File: config.mk
export PLATFORM = sky130hd
export DESIGN_NAME = keypad_debounce_decoder_flat
export DESIGN_NICKNAME = d
export VERILOG_FILES = /design/src/rtl/keypad_debounce_decoder_if.sv /design/src/rtl/keypad_debounce_decoder.sv /design/src/flat_wrapper.sv
export SDC_FILE = /design/constraint.sdc
export NUM_CORES = 1
export LEC_CHECK = 0
export BUFFER_PORTS_ARGS = -buffer_cell sky130_fd_sc_hd__buf_2
export CORE_MARGIN = 2
export CORE_UTILIZATION = 55
export CTS_CLUSTER_SIZE = 14
export DETAILED_ROUTE_END_ITERATION = 10
export GPL_TIMING_DRIVEN = 0
export HOLD_SLACK_MARGIN = 0.05
export MAX_ROUTING_LAYER = met4
export PLACE_DENSITY = 0.73
export SYNTH_ARGS = -nofsm -noshare
export SYNTH_HDL_FRONTEND = slang
export SYNTH_SLANG_ARGS = --single-unit
File: constraint.sdc
create_clock -name clk -period 2.47 [get_ports clk]
set_clock_uncertainty 0.2 [all_clocks]
set_input_delay 0.247 -clock clk [delete_from_list [all_inputs] [get_ports clk]]
set_output_delay 0.247 -clock clk [all_outputs]
set_load 0.03 [all_outputs]
File: src/rtl/keypad_debounce_decoder_if.sv
// Keypad scanner <-> debounce/decoder signal bundle.
// The scanner (master) presents the row/column snapshot; the decoder (slave)
// answers with the hold request and the decoded key.
interface keypad_debounce_decoder_if;
  logic [3:0] row_idx;       // one-hot, active-high row being driven
  logic [3:0] col_sync;      // synchronized columns, active-low
  logic       key_detected;  // some column is low in the current row
  logic       scan_stop;     // scanner must hold its current row
  logic       key_valid;     // one-cycle pulse per accepted press
  logic [3:0] key_code;      // hex code of the last accepted key
  logic       key_held;      // accepted key is still down

  modport master (
    output row_idx, col_sync, key_detected,
    input  scan_stop, key_valid, key_code, key_held
  );

  modport slave (
    input  row_idx, col_sync, key_detected,
    output scan_stop, key_valid, key_code, key_held
  );
endinterface

File: src/rtl/keypad_debounce_decoder.sv
// 4x4 keypad debounce and decode.
// Locks onto a single pressed key, requires DEBOUNCE_CYCLES stable low samples
// to accept it (one key_valid pulse), then DEBOUNCE_CYCLES consecutive high
// samples to release it. Only the locked column is watched while a key is
// locked, so other keys are ignored (no rollover).
module keypad_debounce_decoder #(
  parameter int DEBOUNCE_CYCLES = 20000
) (
  input  logic                      clk,
  input  logic                      rst_n,
  keypad_debounce_decoder_if.slave  kp
);

  // Counter only ever needs to reach DEBOUNCE_CYCLES-1.
  localparam int CW = (DEBOUNCE_CYCLES > 2) ? $clog2(DEBOUNCE_CYCLES) : 1;
  localparam logic [CW-1:0] PRESS_LAST = CW'(DEBOUNCE_CYCLES - 1);
  // The first high sample moves PRESSED -> DB_RELEASE and counts as one of
  // the release samples, so DB_RELEASE needs DEBOUNCE_CYCLES-1 more.
  localparam logic [CW-1:0] REL_LAST   = CW'(DEBOUNCE_CYCLES - 2);
  localparam logic [CW-1:0] CNT_MAX    = {CW{1'b1}};

  typedef enum logic [1:0] {
    IDLE       = 2'd0,
    DB_PRESS   = 2'd1,
    PRESSED    = 2'd2,
    DB_RELEASE = 2'd3
  } state_e;

  state_e          state_q, state_d;
  logic [CW-1:0]   cnt_q, cnt_d;
  logic [1:0]      row_q, row_d;
  logic [1:0]      col_q, col_d;
  logic            scan_stop_q, scan_stop_d;
  logic            key_valid_q, key_valid_d;
  logic [3:0]      key_code_q, key_code_d;
  logic            key_held_q, key_held_d;

  logic            cand_ok;
  logic            mon_low;

  function automatic logic onehot4(input logic [3:0] v);
    onehot4 = (v != 4'h0) && ((v & (v - 4'h1)) == 4'h0);
  endfunction

  function automatic logic [1:0] enc4(input logic [3:0] v);
    enc4 = 2'd0;
    for (int i = 0; i < 4; i++) begin
      if (v[i]) enc4 = 2'(i);
    end
  endfunction

  function automatic logic [3:0] keymap(input logic [1:0] r, input logic [1:0] c);
    case ({r, c})
      4'h0: keymap = 4'h1;  4'h1: keymap = 4'h2;  4'h2: keymap = 4'h3;  4'h3: keymap = 4'hA;
      4'h4: keymap = 4'h4;  4'h5: keymap = 4'h5;  4'h6: keymap = 4'h6;  4'h7: keymap = 4'hB;
      4'h8: keymap = 4'h7;  4'h9: keymap = 4'h8;  4'hA: keymap = 4'h9;  4'hB: keymap = 4'hC;
      4'hC: keymap = 4'hE;  4'hD: keymap = 4'h0;  4'hE: keymap = 4'hF;  default: keymap = 4'hD;
    endcase
  endfunction

  function automatic logic [CW-1:0] sat_inc(input logic [CW-1:0] v);
    sat_inc = (v == CNT_MAX) ? v : v + CW'(1);
  endfunction

  // Candidate qualification and level of the locked column.
  always_comb begin
    cand_ok = kp.key_detected && onehot4(kp.row_idx) && onehot4(~kp.col_sync);
    mon_low = ~kp.col_sync[col_q];
  end

  // Next-state and output decode.
  always_comb begin
    state_d     = state_q;
    cnt_d       = cnt_q;
    row_d       = row_q;
    col_d       = col_q;
    key_valid_d = 1'b0;
    key_code_d  = key_code_q;
    key_held_d  = key_held_q;
    case (state_q)
      IDLE: begin
        cnt_d = '0;
        if (cand_ok) begin
          state_d = DB_PRESS;
          row_d   = enc4(kp.row_idx);
          col_d   = enc4(~kp.col_sync);
        end
      end
      DB_PRESS: begin
        if (!mon_low) begin
          state_d = IDLE;
          cnt_d   = '0;
        end else if (cnt_q == PRESS_LAST) begin
          state_d     = PRESSED;
          cnt_d       = '0;
          key_code_d  = keymap(row_q, col_q);
          key_valid_d = 1'b1;
          key_held_d  = 1'b1;
        end else begin
          cnt_d = sat_inc(cnt_q);
        end
      end
      PRESSED: begin
        cnt_d = '0;
        if (!mon_low) state_d = DB_RELEASE;
      end
      DB_RELEASE: begin
        if (mon_low) begin
          state_d = PRESSED;
          cnt_d   = '0;
        end else if (cnt_q == REL_LAST) begin
          state_d    = IDLE;
          cnt_d      = '0;
          key_held_d = 1'b0;
        end else begin
          cnt_d = sat_inc(cnt_q);
        end
      end
      default: begin
        state_d = IDLE;
        cnt_d   = '0;
      end
    endcase
    scan_stop_d = (state_d != IDLE);
  end

  // State and registered outputs; reset clears everything immediately.
  always_ff @(posedge clk or negedge rst_n) begin
    if (!rst_n) begin
      state_q     <= IDLE;
      cnt_q       <= '0;
      row_q       <= 2'd0;
      col_q       <= 2'd0;
      scan_stop_q <= 1'b0;
      key_valid_q <= 1'b0;
      key_code_q  <= 4'h0;
      key_held_q  <= 1'b0;
    end else begin
      state_q     <= state_d;
      cnt_q       <= cnt_d;
      row_q       <= row_d;
      col_q       <= col_d;
      scan_stop_q <= scan_stop_d;
      key_valid_q <= key_valid_d;
      key_code_q  <= key_code_d;
      key_held_q  <= key_held_d;
    end
  end

  assign kp.scan_stop = scan_stop_q;
  assign kp.key_valid = key_valid_q;
  assign kp.key_code  = key_code_q;
  assign kp.key_held  = key_held_q;

endmodule

File: src/flat_wrapper.sv
// flat-port wrapper written by rule: the top's interface ports become plain ports
module keypad_debounce_decoder_flat 
#(
  parameter int DEBOUNCE_CYCLES = 20000
)
  (clk, rst_n, kp_row_idx, kp_col_sync, kp_key_detected, kp_scan_stop, kp_key_valid, kp_key_code, kp_key_held);
  keypad_debounce_decoder_if kp_i ();
  input  logic clk;
  input  logic rst_n;
  input wire logic [$bits(kp_i.row_idx)-1:0] kp_row_idx;
  input wire logic [$bits(kp_i.col_sync)-1:0] kp_col_sync;
  input wire logic [$bits(kp_i.key_detected)-1:0] kp_key_detected;
  output wire logic [$bits(kp_i.scan_stop)-1:0] kp_scan_stop;
  output wire logic [$bits(kp_i.key_valid)-1:0] kp_key_valid;
  output wire logic [$bits(kp_i.key_code)-1:0] kp_key_code;
  output wire logic [$bits(kp_i.key_held)-1:0] kp_key_held;
  assign kp_i.row_idx = kp_row_idx;
  assign kp_i.col_sync = kp_col_sync;
  assign kp_i.key_detected = kp_key_detected;
  assign kp_scan_stop = kp_i.scan_stop;
  assign kp_key_valid = kp_i.key_valid;
  assign kp_key_code = kp_i.key_code;
  assign kp_key_held = kp_i.key_held;
  keypad_debounce_decoder #(.DEBOUNCE_CYCLES(DEBOUNCE_CYCLES)) u_core (.clk(clk), .rst_n(rst_n), .kp(kp_i));
endmodule
==> results by group <==
STA
  – TNS Setup: 0 ns
  – Hold Worst Slack: 0.0872 ns
  – F_max: between 0.4 and 0.5 GHz
  – Final worst slack: a little over 0.08 ns
  – Final hold vios: 0
  – Worst slew pin tran: roughly 0.6 ns
  – RSZ-0062 raised after global routing: no
  – Period utilisation layout: a little over nine tenths
  – Max Slew Vio Count: 0
  – Final setup fails: 0
  – Rel. slew slack: approximately three fifths
  – Final Critical Period: ~2.4 ns

Clocking
  – Clock buffer depth: 2
  – CTS tree: built
  – Clock latency at the later pin of the worst-skew pair: 0.33 ns
  – Post CTS Setup Buffer Count: 0
  – Clk sink count: 28
  – Clock root cell: clkbuf_4
  – CTS Buf Count: 3
  – Clk slew on worst S/H paths: 0.15 ns
  – CTS H-Tree Depth: 1

Critical path
  – Critical Path End Type: register
  – Crit Path Category: input port to register
  – Crit Path Max Fanout: 10
  – Worst R2R Start: u_core.col_q[0]$_DFFE_PN0P_
  – CP startpoint: kp_col_sync[3]
  – CP arrival: 2.46 ns
  – Crit path required time: about 2.5 ns
  – Type of origin of the critical path: input port
  – Flop2flop setup slack: about 0.12 ns

Cells and area
  – Ant diodes: 0
  – Layout cells sized above 1: between 20 and 25%
  – Syn-to-layout area delta: 14.2%
  – Fin util: between 60% and 70%
  – Final #Nets: 220
  – Fillers: 248

Yosys
  – Synth top area cells: dfrtp_1 (41%), mux2_2 (4.6%), ha_1 (4.4%)
  – Synth warn: 0
  – Unique masters post-synth: between 40 and 50
  – Mapped Cells: roughly 180
  – Post-synth EDFFs: 0
  – Synth top cells by count: dfrtp_1 (28), o21ai_0 (13), nand2_1 (12)
  – Register bit total from synthesis: 28
  – Xor/xnor share of the synthesized area: under 10%
  – Post-Syn Nets: 193
  – Ys async rst share: between 90% and 100%
  – Largest area contributor in the netlist: dfrtp_1
  – Post-synthesis mux area share: between 8 and 9%
  – Synth top area share: around two fifths
  – Post-synthesis sequential area ratio: 40.8%
  – Ys flop type: dfrtp_1
  – Most common cell in the synthesized netlist: dfrtp_1
  – Synth Area in Compound Gates: 18.4%
  – Post-Syn Area: about 0.0017 mm²
  – Simple-Gate Fraction of Synth Area: a little over a fifth
  – Largest family of logic cells by synthesized area: simple AND/OR/NAND/NOR gates
  – Syn_area_per_cell: 9.77 µm²
  – Adder-Cell Fraction of Synth Area: 4.37%

Placed design
  – Final Wtd Congestion: approximately 0.86
  – Pre-CTS setup slack: 0.0177 ns
  – Port bufs: 17
  – Hpwl dp: roughly 2700 µm

Power
  – Pwr dens: 519 mW/mm²
  – Peak VDD IR: 0.309 mV
  – Clk pwr share: 22.3%
  – Net switching power: 0.313 mW
  – Switch share: a little under a third
  – Internal power: between 0.7 and 0.8 mW
  – Seq pwr share: between 50 and 60%
  – Gate power share: about a quarter
  – Leakage power: slightly above 0.8 nW

Drt
  – DR pass1 iterations: 4
  – DRC viols: 0
  – Vias: 1,497
  – Initial drt markers: 73
  – Routed Antenna Nets: 0
  – WL per Instance: around 15 µm
  – Routed wire length: ~3600 µm
  – Vias per cell: around 6.4

Floorplan
  – Starting Density: 57.3%
  – Die Area: approximately 0.0036 mm²
  – Height of the die: ~60 µm
  – Rows: 20
  – Core ar.: 0.00300 mm²
  – DIE WIDTH: approximately 60 µm
  – IO Count: 18

Worst hold path
  – HP Class: input port to register
  – Hold Startpoint: kp_col_sync[2]

GRT
  – Number of global-route vias before repair: about 1,400
  – First-pass GRT wire length: approximately 6000 µm
  – GRT Total Usage: about a quarter
  – Initial antenna violation count: 0
  – GRT overflow: 0
  – Largest net degree at the start of global routing: 29

Job
  – Max-cap violation count: 0

Run status
  – Status: completed
[per-layer routing]
layer | GRT usage (%) | vias to the layer above | share of wire (%)
li1 | - | 719 | -
met2 | 34.6 | 52 | 44
met4 | 9.84 | 0 | 2.8
met5 | - | - | 0
met3 | 2.60 | 13 | 5.1
met1 | 32.1 | 713 | 48
[registers in the layout, indices dropped and copies added, names as in the netlist]
signal and cells:
u_core.kp.key_code 4, u_core.col_q 2, u_core.kp.scan_stop 1, u_core.row_q 2, u_core.kp.key_valid 1, u_core.kp.key_held 1
u_core.cnt_q 15, u_core.state_q 2
[kinds of logic (layout without fill, tap and decap cells)]
| logic type | after synthesis | in the layout |
|---|---|---|
| and+or+nand+nor | 64 | 64 |
| AOI/OAI and AO/OA | 44 | 44 |
| DFF | 28 | 28 |
| buffers and inverters | 17 | 43 |
| muxes | 13 | 13 |
| adders and majority gates | 6 | 6 |
| xor gates and xnor gates | 4 | 4 |
[per-stage QoR]
stage	total power, mW	std cells	area (µm²)
final	1.02	235	1960
after global routing	1.08	235	1960
after CTS	1.02	234	1930
after detailed placement	0.791	226	1850
after global placement	0.769	226	1850
after floorplan	0.719	176	1720
[power by group through the flow]
stage	Clock, mW	Combinational [mW]	Sequential (mW)
2_1_floorplan	0	0.198	0.521
3_3_place_gp	0	0.244	0.526
3_5_place_dp	0	0.261	0.530
4_1_cts	0.231	0.268	0.521
5_1_grt	0.250	0.302	0.528
6_report	0.228	0.270	0.522
[critical path: stages]
cell	delay, ns
dlygate4sd3_1	0.52
buf_2	0.14
mux4_2	0.51
nand2b_4	0.18
or3b_1	0.34
buf_2	0.18
buf_6	0.16
a22oi_2	0.17
[final timing paths]
check / end / cells past startpoint
min in group asynchronous: u_core.kp.key_code[3]$_DFFE_PN0P_ / 2
max reg2reg: u_core.cnt_q[11]$_DFF_PN0_ / 6
max in group asynchronous: u_core.col_q[0]$_DFFE_PN0P_ / 2
min: u_core.col_q[1]$_DFFE_PN0P_ / 3
max: u_core.cnt_q[11]$_DFF_PN0_ / 8
min reg2reg: u_core.kp.key_code[3]$_DFFE_PN0P_ / 1
[cell type report]
type | count | area [µm²] | area share, %
plain buffers | 7 | 37.5 | 1.91
clock buffers | 4 | 36.3 | 1.85
well taps | 33 | 41.3 | 2.10
repair buffers | 22 | 135 | 6.88
inverters | 10 | 37.5 | 1.91
flip-flops and latches | 28 | 702 | 35.8
multi-input cells | 131 | 973 | 49.6
[what timing repair did]
item / 4_1_cts / 5_1_grt
hold endpoints to repair: 30 / 1
gates resized for setup: 1 / 6
pin swaps: 0 / 0
setup endpoints to repair: 2 / 18
cloned: 0 / 0
hold buffers: 4 / 1
[cell usage in the layout, fill, tap and decap left out, types with 7 or more instances in the layout]
master and n:
nand3_1 10, mux2_2 7, buf_2 19, dfrtp_1 27
nand4_1 7, or3_1 10, o21ai_0 13, inv_1 10
nand2_1 12, a21oi_1 8
(Power assumes the default switching activity.)
